[config.mk]
export PLATFORM = sky130hd
export DESIGN_NAME = legv8_ctrl_pipe
export DESIGN_NICKNAME = d
export VERILOG_FILES = /design/src/rtl/legv8_ctrl_pipe.sv
export SDC_FILE = /design/constraint.sdc
export NUM_CORES = 1
export LEC_CHECK = 0
export CAP_MARGIN = 20
export CORE_MARGIN = 2
export CORE_UTILIZATION = 35
export DETAILED_ROUTE_END_ITERATION = 6
export DONT_BUFFER_PORTS = 1
export PLACE_DENSITY_LB_ADDON = 0.05
export SETUP_SLACK_MARGIN = 0.02
export SLEW_MARGIN = 20
export SYNTH_ARGS = -nofsm -noshare
export SYNTH_HDL_FRONTEND = slang
export SYNTH_SLANG_ARGS = --single-unit
[constraint.sdc]
create_clock -name clk -period 2.1 [get_ports clk]
set_input_delay 0.315 -clock clk [delete_from_list [all_inputs] [get_ports clk]]
set_output_delay 0.315 -clock clk [all_outputs]
set_load 0.02 [all_outputs]
[src/rtl/legv8_ctrl_pipe.sv]
// LEGv8 main control decoder behind a valid/ready handshake, carried through LAT register stages.
// Latency: LAT edges from acceptance to out_valid. Backpressure: all stages freeze while out_valid && !out_ready.
// Optional: define CTRL_ILLEGAL_TRAP_EN to add a TRAP state entered on acceptance of an illegal opcode.
module legv8_ctrl_pipe #(
  parameter int LAT   = 1,
  parameter int CNT_W = 8
) (
  input  logic             clk,
  input  logic             rst,
  input  logic             in_valid,
  output logic             in_ready,
  input  logic [10:0]      inst31_21,
  input  logic             resume,
  output logic             out_valid,
  input  logic             out_ready,
  output logic             Reg2Loc,
  output logic             Branch,
  output logic             BranchZero,
  output logic             BranchNonZero,
  output logic             MemRead,
  output logic             MemtoReg,
  output logic             MemWrite,
  output logic             RegWrite,
  output logic [1:0]       ALUOp,
  output logic [1:0]       ALUSrc,
  output logic             illegal,
  output logic             halted,
  output logic [CNT_W-1:0] illegal_cnt,
  output logic             trap
);

  // Bundle layout: {Reg2Loc, Branch, BranchZero, BranchNonZero, MemRead, MemtoReg,
  //                 MemWrite, RegWrite, ALUOp[1:0], ALUSrc[1:0], illegal}
  localparam int BW = 13;
  localparam logic [BW-1:0] BUN_LDUR = 13'b0_0_0_0_1_1_0_1_00_01_0;
  localparam logic [BW-1:0] BUN_STUR = 13'b1_0_0_0_0_0_1_0_00_01_0;
  localparam logic [BW-1:0] BUN_RTYP = 13'b0_0_0_0_0_0_0_1_10_00_0;
  localparam logic [BW-1:0] BUN_ADDI = 13'b0_0_0_0_0_0_0_1_10_10_0;
  localparam logic [BW-1:0] BUN_CBZ  = 13'b1_0_1_0_0_0_0_0_01_00_0;
  localparam logic [BW-1:0] BUN_CBNZ = 13'b1_0_0_1_0_0_0_0_01_00_0;
  localparam logic [BW-1:0] BUN_B    = 13'b0_1_0_0_0_0_0_0_00_00_0;
  localparam logic [BW-1:0] BUN_ILL  = 13'b0_0_0_0_0_0_0_0_00_00_1;
  localparam logic [CNT_W-1:0] CNT_ONE = {{(CNT_W-1){1'b0}}, 1'b1};

  typedef enum logic [1:0] {S_RUN, S_HALTED, S_TRAP} state_t;

  state_t                  state_q, state_d;
  logic [BW-1:0]           dec_bun;
  logic                    dec_halt;
  logic                    advance;
  logic                    accept;
  logic [LAT-1:0]          vld_q;
  logic [LAT-1:0][BW-1:0]  bun_q;
  logic [CNT_W-1:0]        cnt_q, cnt_d;
  logic [BW-1:0]           out_bun;

  // Opcode decode, narrowest match wins: full opcode, then [10:1], [10:3], [10:5]
  always_comb begin
    dec_bun  = '0;
    dec_halt = 1'b0;
    if (inst31_21 == 11'b11010101000)            dec_bun = '0;
    else if (inst31_21 == 11'b11111000010)       dec_bun = BUN_LDUR;
    else if (inst31_21 == 11'b11111000000)       dec_bun = BUN_STUR;
    else if (inst31_21 == 11'b10001011000 ||
             inst31_21 == 11'b11001011000 ||
             inst31_21 == 11'b10001010000 ||
             inst31_21 == 11'b10101010000)       dec_bun = BUN_RTYP;
    else if (inst31_21 == 11'b11111111111)       dec_halt = 1'b1;
    else if (inst31_21[10:1] == 10'b1001000100)  dec_bun = BUN_ADDI;
    else if (inst31_21[10:3] == 8'b10110100)     dec_bun = BUN_CBZ;
    else if (inst31_21[10:3] == 8'b10110101)     dec_bun = BUN_CBNZ;
    else if (inst31_21[10:5] == 6'b000101)       dec_bun = BUN_B;
    else                                         dec_bun = BUN_ILL;
  end

  assign out_valid = vld_q[LAT-1];
  assign advance   = out_ready || !out_valid;
  assign accept    = in_valid && in_ready;

  // FSM state register
  always_ff @(posedge clk or posedge rst) begin
    if (rst) state_q <= S_RUN;
    else     state_q <= state_d;
  end

  // FSM next state: HALT (or illegal, when trapping) stops intake until resume
  always_comb begin
    state_d = state_q;
    case (state_q)
      S_RUN: begin
        if (accept && dec_halt) state_d = S_HALTED;
`ifdef CTRL_ILLEGAL_TRAP_EN
        else if (accept && dec_bun[0]) state_d = S_TRAP;
`endif
      end
      S_HALTED: if (resume) state_d = S_RUN;
      S_TRAP:   if (resume) state_d = S_RUN;
      default:  state_d = S_RUN;
    endcase
  end

  // FSM outputs: intake only in RUN and only when the pipe can shift
  always_comb begin
    in_ready = advance && (state_q == S_RUN);
    halted   = (state_q == S_HALTED);
`ifdef CTRL_ILLEGAL_TRAP_EN
    trap     = (state_q == S_TRAP);
`else
    trap     = 1'b0;
`endif
  end

  // Pipeline stages: shift together on advance, otherwise hold for a stable stall
  always_ff @(posedge clk or posedge rst) begin
    if (rst) begin
      vld_q <= '0;
      bun_q <= '0;
    end else if (advance) begin
      vld_q[0] <= accept;
      bun_q[0] <= dec_bun;
      for (int i = 1; i < LAT; i++) begin
        vld_q[i] <= vld_q[i-1];
        bun_q[i] <= bun_q[i-1];
      end
    end
  end

  // Illegal counter next value: saturates at all-ones
  always_comb begin
    cnt_d = cnt_q;
    if (accept && dec_bun[0] && (cnt_q != {CNT_W{1'b1}})) cnt_d = cnt_q + CNT_ONE;
  end

  // Illegal counter register, cleared only by reset
  always_ff @(posedge clk or posedge rst) begin
    if (rst) cnt_q <= '0;
    else     cnt_q <= cnt_d;
  end

  assign illegal_cnt = cnt_q;
  assign out_bun     = out_valid ? bun_q[LAT-1] : '0;
  assign {Reg2Loc, Branch, BranchZero, BranchNonZero, MemRead, MemtoReg,
          MemWrite, RegWrite, ALUOp, ALUSrc, illegal} = out_bun;

endmodule
Yosys cells after proc, flatten, opt, wreduce, memory -nomap -nowiden
Index checks and enable logic that the tools add are counted.
W data, S select, Z words.
{"block": "op_classes", "addsub": 1, "eq_ne": 17, "muxes": 18, "n_reduce_logical": 13}
{"op": "$mux W13", "n": 9}
{"op": "$eq A11 B11 Y1 const B", "n": 8}
{"op": "$eq A8 B8 Y1 const B", "n": 2}
{"op": "$mux W12", "n": 1}
{"op": "$eq A10 B10 Y1 const B", "n": 1}
{"op": "$add A8 B1 Y8 const B", "n": 1}
{"op": "$ne A8 B8 Y1 const B", "n": 1}
{"op": "$eq A6 B3 Y1 const B", "n": 1}
{"op": "$logic_and A1 B1 Y1", "n": 5}
{"op": "$mux W1", "n": 5}
{"op": "$logic_or A1 B1 Y1", "n": 4}
{"op": "$mux W2", "n": 2}
{"op": "$pmux W2 S2", "n": 1}
{"op": "$eq A2 B1 Y1 const B", "n": 1}
{"op": "$eq A2 B2 Y1 const B", "n": 1}
{"op": "$logic_not A2 Y1", "n": 1}
{"op": "$ne A2 B1 Y1 const B", "n": 1}
{"op": "$ne A2 B2 Y1 const B", "n": 1}
{"op": "$reduce_and A2 Y1", "n": 1}
{"op": "$reduce_or A2 Y1", "n": 1}
{"op": "$logic_not A1 Y1", "n": 1}
{"block": "totals", "ff_bits": 24, "in_bits": 16, "output_inout_bits": 25, "word_cells": 53}

Depth between registers and ports, before layout
Gate-level depths: netlist of the first run.
{"block": "depth", "word_depth": 12, "depth_mapped": 6, "mapped_depth_nobuf": 6}

Worst setup path after synthesis of the first run
OpenSTA, ideal clock, no wires.
{"block": "synth_path", "kind": "input -> register", "start": "in inst31_21[6]", "end": "reg cnt_q[1] (netlist: illegal_cnt[1])", "setup_ps": 128, "arrival_time_ps": 1820, "required_ps": 1972, "setup_slack_ps": 152, "stages": 5, "n_path_buf": 0, "cell_sequence": "or4_4 -> o41ai_4 -> nor4b_1 -> nand2_2 -> mux2_1"}
{"block": "synth_via", "elab_chain_cells": 12, "word_cells_on_any_way": 26, "cone_classes": "12 x eq/ne; 9 x mux; 5 x reduce/logical"}
{"item": "start: declaration", "line": "12", "text": "input logic [10:0] inst31_21,"}
{"item": "$eq A6 B3 Y1", "line": "72", "text": "else if (inst31_21[10:5] == 6'b000101) dec_bun = BUN_B;"}
{"item": "$mux W12", "line": "72"}
{"item": "$mux W13", "line": "71", "text": "else if (inst31_21[10:3] == 8'b10110101) dec_bun = BUN_CBNZ;"}
{"item": "$mux W13", "line": "70", "text": "else if (inst31_21[10:3] == 8'b10110100) dec_bun = BUN_CBZ;"}
{"item": "$mux W13", "line": "69", "text": "else if (inst31_21[10:1] == 10'b1001000100) dec_bun = BUN_ADDI;"}
{"item": "$mux W13", "line": "68", "text": "else if (inst31_21 == 11'b11111111111) dec_halt = 1'b1;"}
{"item": "$mux W13", "line": "64", "text": "else if (inst31_21 == 11'b10001011000 ||"}
{"item": "$mux W13", "line": "63", "text": "else if (inst31_21 == 11'b11111000000) dec_bun = BUN_STUR;"}
{"item": "$mux W13", "line": "62", "text": "else if (inst31_21 == 11'b11111000010) dec_bun = BUN_LDUR;"}
{"item": "$mux W13 *", "line": "61", "text": "if (inst31_21 == 11'b11010101000) dec_bun = '0;"}
{"item": "$logic_and A1 B1 Y1 * (2 in series)", "line": "131", "text": "if (accept && dec_bun[0] && (cnt_q != {CNT_W{1'b1}})) cnt_d = cnt_q + CNT_ONE;"}
{"item": "end signal: assignment", "line": "137", "text": "else cnt_q <= cnt_d;"}
{"item": "end: declaration", "line": "54", "text": "logic [CNT_W-1:0] cnt_q, cnt_d;"}
Mark *: on every way between the ends. The rest lies on a longest branch, timed or not.
A chain may end at the register's enable or synchronous reset.

Final worst setup path of the first run
{"block": "layout_path", "start": "reg vld_q (netlist: out_valid)", "end": "out in_ready"}
{"block": "layout_via", "elab_chain_cells": 3}
{"item": "start: declaration", "line": "52", "text": "logic [LAT-1:0] vld_q;"}
{"item": "start signal: indexed assignment", "line": "122", "text": "vld_q[i] <= vld_q[i-1];"}
{"item": "$logic_not A1 Y1", "line": "77", "text": "assign advance = out_ready || !out_valid;"}
{"item": "$logic_or A1 B1 Y1", "line": "77"}
{"item": "$logic_and A1 B1 Y1", "line": "104", "text": "in_ready = advance && (state_q == S_RUN);"}
{"item": "end: declaration", "line": "11", "text": "output logic in_ready,"}
Every way passes these cells.

==> results of run 1 <==
-- layer usage --
metal / global-route usage / routed length (um) / part of all wire / vias to the layer above
met5: 0 / 0 / 0 / -
met4: 0.0625 / 28 / 0.0098 / 0
met3: 0.0335 / 132 / 0.046 / 4
met2: 0.271 / 1520 / 0.54 / 30
met1: 0.181 / 1160 / 0.41 / 471
li1: - / - / - / 469
-- registers in the layout, summed over array words and instances, names as in the netlist --
register / count
state_q: 1
out_valid: 1
bun_q: 12
illegal_cnt: 8
-- power groups by stage --
stage | sequential [mW] | combinational [mW] | clock (mW)
3_5_place_dp | 0.520 | 0.376 | 0
2_1_floorplan | 0.621 | 0.137 | 0
6_report | 0.515 | 0.369 | 0.340
3_3_place_gp | 0.520 | 0.371 | 0
4_1_cts | 0.514 | 0.375 | 0.348
5_1_grt | 0.523 | 0.402 | 0.371
-- cell families after synthesis --
kind of cell             share of synthesized area
other                                      0.00299
AO/OA/AOI/OAI                                0.127
AND/OR/NAND/NOR                              0.323
buffers and inverters                       0.0329
flip-flops                                   0.439
adder cells (fa/ha/maj)                    0.00997
multiplexers                                0.0169
XOR/XNOR                                    0.0489
-- how the worst max path moves through the flow --
stage          depth (start not counted)      startpoint              to
2_1_floorplan                          5    inst31_21[6]  illegal_cnt[1]
3_3_place_gp                           5    inst31_21[6]  illegal_cnt[1]
3_5_place_dp                           5    inst31_21[6]  illegal_cnt[1]
4_1_cts                                6  illegal_cnt[0]  illegal_cnt[1]
5_1_grt                                4       out_valid        in_ready
6_report                               4       out_valid        in_ready
-- placed cells by master, fill, tap and decap left out, types with 2 or more instances in the layout --
| cell type | synthesis | layout |
|---|---|---|
| nand3_1 | 6 | 6 |
| o31ai_1 | 2 | 2 |
| a21oi_1 | 2 | 2 |
| nand2b_1 | 2 | 2 |
| nand4_1 | 6 | 6 |
| nand2_1 | 6 | 6 |
| o21ai_1 | 2 | 2 |
| and2_1 | 11 | 11 |
| nor2b_1 | 3 | 3 |
| xnor2_1 | 7 | 7 |
| buf_4 | 2 | 12 |
| a21o_1 | 2 | 2 |
| and3_1 | 2 | 2 |
| nor2_1 | 6 | 6 |
| inv_1 | 5 | 5 |
| a22o_1 | 5 | 5 |
| dfrtp_1 | 22 | 22 |
| clkbuf_4 | 0 | 3 |
| nor3b_1 | 2 | 2 |
-- layout make-up --
class | count | area, sq um | area share
multi-input cells | 91 | 669 | 0.465
clock buffers | 3 | 22.5 | 0.0157
inverters | 5 | 18.8 | 0.0130
clock inverters | 1 | 30.0 | 0.0209
well taps | 46 | 57.6 | 0.0400
repair buffers | 12 | 90.1 | 0.0626
flip-flops and latches | 22 | 551 | 0.383
-- metrics by stage --
stage | utilization | area, sq um | power (mW) | hold slack (ns)
3_3_place_gp | 0.407 | 1380 | 0.891 | 0.409
3_5_place_dp | 0.407 | 1380 | 0.895 | 0.412
4_1_cts | 0.423 | 1430 | 1.24 | 0.0556
2_1_floorplan | - | 1250 | 0.757 | 0.304
6_report | 0.425 | 1440 | 1.22 | 0.0288
5_1_grt | 0.425 | 1440 | 1.30 | 0.0504
==> metrics.txt, run 1 <==
status=finished, final reports clean; switching share of total power=0.326; DR iter-0 viols=31; largest cells by area after synthesis=dfrtp_1 44%, and2_1 5.5%, xnor2_1 4.9%, a22o_1 3.5%, nand4_1 3.0%; Int Pwr=0.825 mW; cell family with most CP delay=simple AND/OR/NAND/NOR gates; fin nets=152; Placed Cells=176; Max Slew Vio Count=0; total grt overflow=0; combinational power share=0.301; worst flop-to-flop path startpoint=illegal_cnt[0]; via/cell ratio=5.41; CP Buf/Inv Count=2; synth cell count leaders=22 x dfrtp_1, 11 x and2_1, 7 x xnor2_1; Layout Cells excl Fill=180; Worst path max stage delay=0.40 ns; setup slack after layout=0.224 ns; starting density of the core=0.370; Max Clk Rate=between 0.5 and 0.6 GHz; row cnt=21; crit path max fanout=14; clock power share=0.278; minimum clock period after layout=1.88 ns; RSZ-0062 raised after global routing=false; Most common cell on crit path=buf_4; Top FF cell, synth=dfrtp_1; fillcell total=338; top cell type's share of synthesized area=0.439; CTS clk-pin slew, worst paths=0.14 ns; CP max-delay cell=dfrtp_1; net count after synthesis=139; endpoints failing setup=0; RR Endpoint=illegal_cnt[1]; H-tree depth=1; post-synth cell types=46; Placer Congestion=0.757; share of layout cells above drive strength 1=0.187; mean post-synth cell area=10.3 sq um; worst skew pair latency=0.32 ns; P_leak=0.677 nW; WP data required=about 1.8 ns; critical path type=reg2out; root buffer cell=clkbuf_4; Setup TNS=0 ns; P&R area growth vs syn=14.7%; worst slew pin tran=0.843 ns; Synth Register Bits=22; Reg2Reg Depth=6; core area=approximately 0.0034 sq mm; final wirelength=2850 um; clock skew=slightly below 0.007 ns; die area=0.00408 sq mm; asr flop ratio synth=1.00; dpl hpwl=2220 um; Clock Sinks=22; leading area contributor after synthesis=dfrtp_1; chip height=63.9 um; number of global-route vias before repair=992; vias=~970; initial antenna violation count=0; Setup Slack @ Placement=0.0707 ns; EDFF count, synth=0; mapped cell area=0.00125 sq mm; diode count=0; Total GRT Usage=0.154; post-synthesis sequential area ratio=0.439; Net Sw Power=0.398 mW; crit path DAT=about 1.6 ns; Worst slew margin=0.438; Max Cap Viol=0; Die X=63.9 um; post-CTS setup buffer count=0; sequential power share=0.421; IO Pins=between 40 and 50; most frequent cell after synthesis=dfrtp_1; yosys warns=0; CP Cell Sequence=buf_4 > nor2b_1 > buf_4 > nor2_1; CTS max path bufs=2; nature of the critical path endpoint=primary output; hold_buf cts=0; TritonRoute pass-1 iters=4; Syn Inst Count=about 120; Power Dens Cells=850 mW/mm^2; largest net degree at the start of global routing=23; # port buffers=0; total CTS buffers=3; startpoint types=flop; peak supply drop=469 uV; # DRC=0; TritonCTS clock tree=built; Final Hold Viols=0; global-route wire length before repair=4900 um; cts repair resizes=0; Antenna Nets Post-Route=0; crit share post-route=0.893; Reg2Reg Setup Slack=about 0.32 ns; Hold Path Class=in2async; wire per inst=15.8 um
Power figures use the tool's default switching activity.
==> run 2, diff against run 1 <==
- MAX_ROUTING_LAYER: unset -> met4
==> metrics.txt, run 2 (synthesis gave the netlist of run 1 again) <==
row cnt=21 (unchanged); Max Clk Rate=0.533 GHz (about the same); chip height=63.9 um (unchanged); commonest non-fill, non-tap cell in the layout=dfrtp_1; wire per inst=15.8 um (about the same); Antenna Nets Post-Route=0 (unchanged); H-tree depth=1 (unchanged); Die X=63.9 um (unchanged); Power Dens Cells=850 mW/mm^2 (about the same); starting density of the core=0.370 (unchanged); Final Util=0.425 (unchanged); P&R area growth vs syn=14.7% (unchanged); clock power share=0.278 (about the same); fin area=0.00144 sq mm (unchanged); Reg2Reg Depth=6 (unchanged); endpoints failing setup=0 (unchanged); number of global-route vias before repair=987 (-0.50%); via/cell ratio=5.38 (-0.51%); status=finished, final reports clean; sequential power share=0.421 (about the same); crit share post-route=0.893 (about the same); Placed Area=0.00138 sq mm (unchanged); core area=0.00339 sq mm (unchanged); initial antenna violation count=0 (unchanged); P_leak=0.677 nW (unchanged); combinational power share=0.302 (about the same); Hold Path Class=in2async; global-route wire length before repair=4910 um (+0.12%); total grt overflow=0 (unchanged); Net Sw Power=0.399 mW (about the same); peak supply drop=470 uV (+0.26%); CTS clk-pin slew, worst paths=0.14 ns (about the same); max reg flops=12 (unchanged); # port buffers=0 (unchanged); RSZ-0062 raised after global routing=false; most frequent cells in the layout=22 x dfrtp_1, 12 x buf_4, 11 x and2_1; TritonCTS clock tree=built; overall power=1.22 mW (about the same); worst skew pair latency=0.32 ns (about the same); Total GRT Usage=0.159 (+0.00427); Placer Congestion=0.767 (+1.3%); clock skew=0.00726 ns (+0.000344 ns); hold_buf cts=0 (unchanged); Top reg by flops=bun_q; vias=969 (-0.51%); crit path DAT=1.56 ns (about the same); IO Pins=41 (unchanged); diode count=0 (unchanged); share of layout cells above drive strength 1=0.187 (unchanged); dpl hpwl=2220 um (unchanged); critical path type=reg2out; switching share of total power=0.326 (about the same); minimum clock period after layout=1.88 ns (-0.000526 ns); fin nets=152 (unchanged); nature of the critical path endpoint=primary output; total CTS buffers=3 (unchanged); Int Pwr=0.825 mW (about the same); startpoint types=flop; root buffer cell=clkbuf_4; Clock Sinks=22 (unchanged); Final Hold Viols=0 (unchanged); Worst slew margin=0.438 (about the same); # DRC=0 (unchanged); Placed Cells=176 (unchanged); Layout Cells excl Fill=180 (unchanged); WP data required=1.78 ns (about the same); largest net degree at the start of global routing=23 (unchanged); final wirelength=2850 um (about the same); Max Slew Vio Count=0 (unchanged); crit path max fanout=14 (unchanged); die area=0.00408 sq mm (unchanged); DR iter-0 viols=34 (+9.7%); TritonRoute pass-1 iters=4 (unchanged); Setup TNS=0 ns (unchanged); worst slew pin tran=0.842 ns (-0.000282 ns); Max Cap Viol=0 (unchanged); CTS max path bufs=2 (unchanged)
-- run 2: worst paths after layout --
| path | start | endpoint | slack (ns) |
|---|---|---|---|
| max | out_valid | in_ready | 0.22 |
| min | rst | illegal_cnt[7] | 0.03 |
| max reg2reg | illegal_cnt[0] | illegal_cnt[1] | 0.33 |
| min reg2reg | bun_q[3] | bun_q[3] | 0.49 |
| max in group asynchronous | rst | bun_q[4] | 1.55 |
| min in group clk | out_ready | bun_q[4] | 0.06 |
-- run 2: through the flow --
stage               setup WS (ns)  hold slack, ns
global route                0.145          0.0504
detailed placement         0.0707           0.412
floorplan                   0.152           0.304
CTS                        0.0801          0.0556
global placement            0.120           0.409
finish                      0.224          0.0286
-- run 2: area by class of cell --
type                       count  area [sq um]
clock inverter                 1          30.0
multi-input combinational     91           669
inverter                       5          18.8
sequential                    22           551
clock buffer                   3          22.5
timing repair buffer          12          90.1
fill                         338          1950
tap                           46          57.6
-- run 2: timing repair --
| item | in CTS | in global routing |
|---|---|---|
| resized for setup | 0 | 1 |
| buffers inserted | 0 | 0 |
| setup endpoints to repair | 0 | 3 |
-- run 2: power groups by stage --
stage | clock network (mW) | logic (mW) | registers, mW
6_report | 0.340 | 0.369 | 0.515
5_1_grt | 0.371 | 0.402 | 0.523
4_1_cts | 0.348 | 0.375 | 0.514
3_5_place_dp | 0 | 0.376 | 0.520
3_3_place_gp | 0 | 0.371 | 0.520
2_1_floorplan | 0 | 0.137 | 0.621
-- run 2: critical path, stage by stage (launching register included) --
cell	delay (ns)
dfrtp_1	0.40
buf_4	0.19
nor2b_1	0.14
buf_4	0.17
nor2_1	0.33
-- run 2: per-layer routing --
layer  track usage  share of wire
met4        0.0625         0.0098
met1         0.180           0.40
met2         0.272           0.54
met3        0.0335          0.048
met5             -              0
==> run 3, diff against run 2 <==
- GPL_TIMING_DRIVEN: unset -> 0
==> metrics.txt, run 3 (synthesis gave the netlist of run 1 again) <==
TritonRoute pass-1 iters=4 (unchanged); commonest non-fill, non-tap cell in the layout=dfrtp_1; crit share post-route=0.921 (+0.0280); row cnt=21 (unchanged); clock skew=0.00175 ns (-0.00551 ns); Final Hold Viols=0 (unchanged); H-tree depth=1 (unchanged); post-CTS setup buffer count=0 (unchanged); total grt overflow=0 (unchanged); wire per inst=15.9 um (+0.35%); worst skew pair latency=0.31 ns (about the same); share of layout cells above drive strength 1=0.143 (-0.0437); worst slew pin tran=0.834 ns (-0.00796 ns); Power Dens Cells=817 mW/mm^2 (-3.9%); RSZ-0062 raised after global routing=false; peak supply drop=498 uV (+6.0%); max reg flops=12 (unchanged); final wirelength=2730 um (-4.1%); P&R area growth vs syn=9.67%; Hold Path Class=in2async; overall power=1.13 mW (-8.0%); Top reg by flops=bun_q; Total GRT Usage=0.149 (-0.00995); initial antenna violation count=0 (unchanged); CTS clk-pin slew, worst paths=0.13 ns (about the same); number of global-route vias before repair=1,010 (+2.3%); Max Slew Vio Count=0 (unchanged); Placer Congestion=0.764 (-0.40%); root buffer cell=clkbuf_4; Max Clk Rate=0.517 GHz (-3.0%); crit path max fanout=4 (-10); dpl hpwl=2120 um (-4.2%); nature of the critical path endpoint=flop; crit path DAT=2.15 ns (+0.59 ns); minimum clock period after layout=1.93 ns (+0.0589 ns); Max Cap Viol=0 (unchanged); core area=0.00339 sq mm (unchanged); fin nets=144 (-5.3%); hold_buf cts=0 (unchanged); startpoint types=flop; # port buffers=0 (unchanged); setup slack after layout=0.165 ns (-0.0589 ns); diode count=0 (unchanged); starting density of the core=0.370 (unchanged); global-route wire length before repair=4640 um (-5.3%); Clock Sinks=22 (unchanged); P_leak=0.637 nW (-5.9%); Die X=63.9 um (unchanged); CTS max path bufs=2 (unchanged); Worst slew margin=0.443 (+0.00531); critical path type=reg2reg; IO Pins=41 (unchanged); # DRC=0 (unchanged); via/cell ratio=5.44 (+1.1%); TritonCTS clock tree=built; most frequent cells in the layout=22 x dfrtp_1, 11 x and2_1, 7 x xnor2_1; Placed Cells=168 (-4.5%); die area=0.00408 sq mm (unchanged); Antenna Nets Post-Route=0 (unchanged); largest net degree at the start of global routing=23 (unchanged); endpoints failing setup=0 (unchanged); Setup Slack @ Placement=-0.0889 ns (-0.160 ns); status=finished, final reports clean; WP data required=2.31 ns (+0.53 ns); vias=936 (-3.4%); DR iter-0 viols=40 (+18%); total CTS buffers=3 (unchanged); chip height=63.9 um (unchanged); Layout Cells excl Fill=172 (-4.4%)
run 3: worst max-delay path, cell delays in order, from the launching register on:
cell and delay [ns]:
dfrtp_1 0.51, ha_1 0.29, nand3_1 0.09, nor2_1 0.06, nor4b_2 0.42, nand2_2 0.13
mux2_1 0.33
run 3: routing by layer:
| layer | global-route usage | vias to the layer above | wire length (um) |
|---|---|---|---|
| met5 | - | - | 0 |
| met4 | 0.0489 | 0 | 18 |
| met3 | 0.0475 | 2 | 152 |
| met2 | 0.266 | 21 | 1460 |
| met1 | 0.154 | 466 | 1100 |
| li1 | - | 447 | - |
run 3: stage by stage:
step / utilization / TNS, ns / hold slack, ns / area, sq um
after floorplan: - / 0 / 0.304 / 1250
after global placement: 0.387 / -0.115 / 0.411 / 1310
after detailed placement: 0.387 / -0.0938 / 0.411 / 1310
after CTS: 0.405 / 0 / 0.0560 / 1370
after global routing: 0.406 / 0 / 0.0430 / 1380
final: 0.406 / 0 / 0.0342 / 1380
run 3: repair_timing:
| action | CTS | global route |
|---|---|---|
| resized for setup | 3 | 1 |
| endpoints found under the setup margin | 5 | 1 |
| hold endpoints to repair | 0 | 0 |
| pin swaps | 0 | 0 |
run 3: final cells by class:
type,instances,area (sq um)
plain buffers,4,25.0
clock buffers,3,22.5
clock inverters,1,30.0
fillers,344,2010
inverters,5,18.8
multi-input cells,91,672
flip-flops and latches,22,551
well taps,46,57.6
run 3: path summary, 6_finish.rpt:
kind,startpoint,endpoint,slack [ns],depth (start not counted)
hold reg to reg,bun_q[3],bun_q[3],0.48,1
setup reg to reg,illegal_cnt[0],illegal_cnt[1],0.17,6
min in group clk,out_ready,bun_q[4],0.07,1
setup / recovery,illegal_cnt[0],illegal_cnt[1],0.17,6
max in group asynchronous,rst,bun_q[0],1.55,1
hold / removal,rst,bun_q[5],0.03,1
run 3: where the power goes:
part | switching, mW | leakage [nW] | internal, mW
Sequential | 0.152 | 0.290 | 0.480
Clock | 0.142 | 0.0279 | 0.193
Combinational | 0.0766 | 0.319 | 0.0812
Total | 0.371 | 0.637 | 0.754
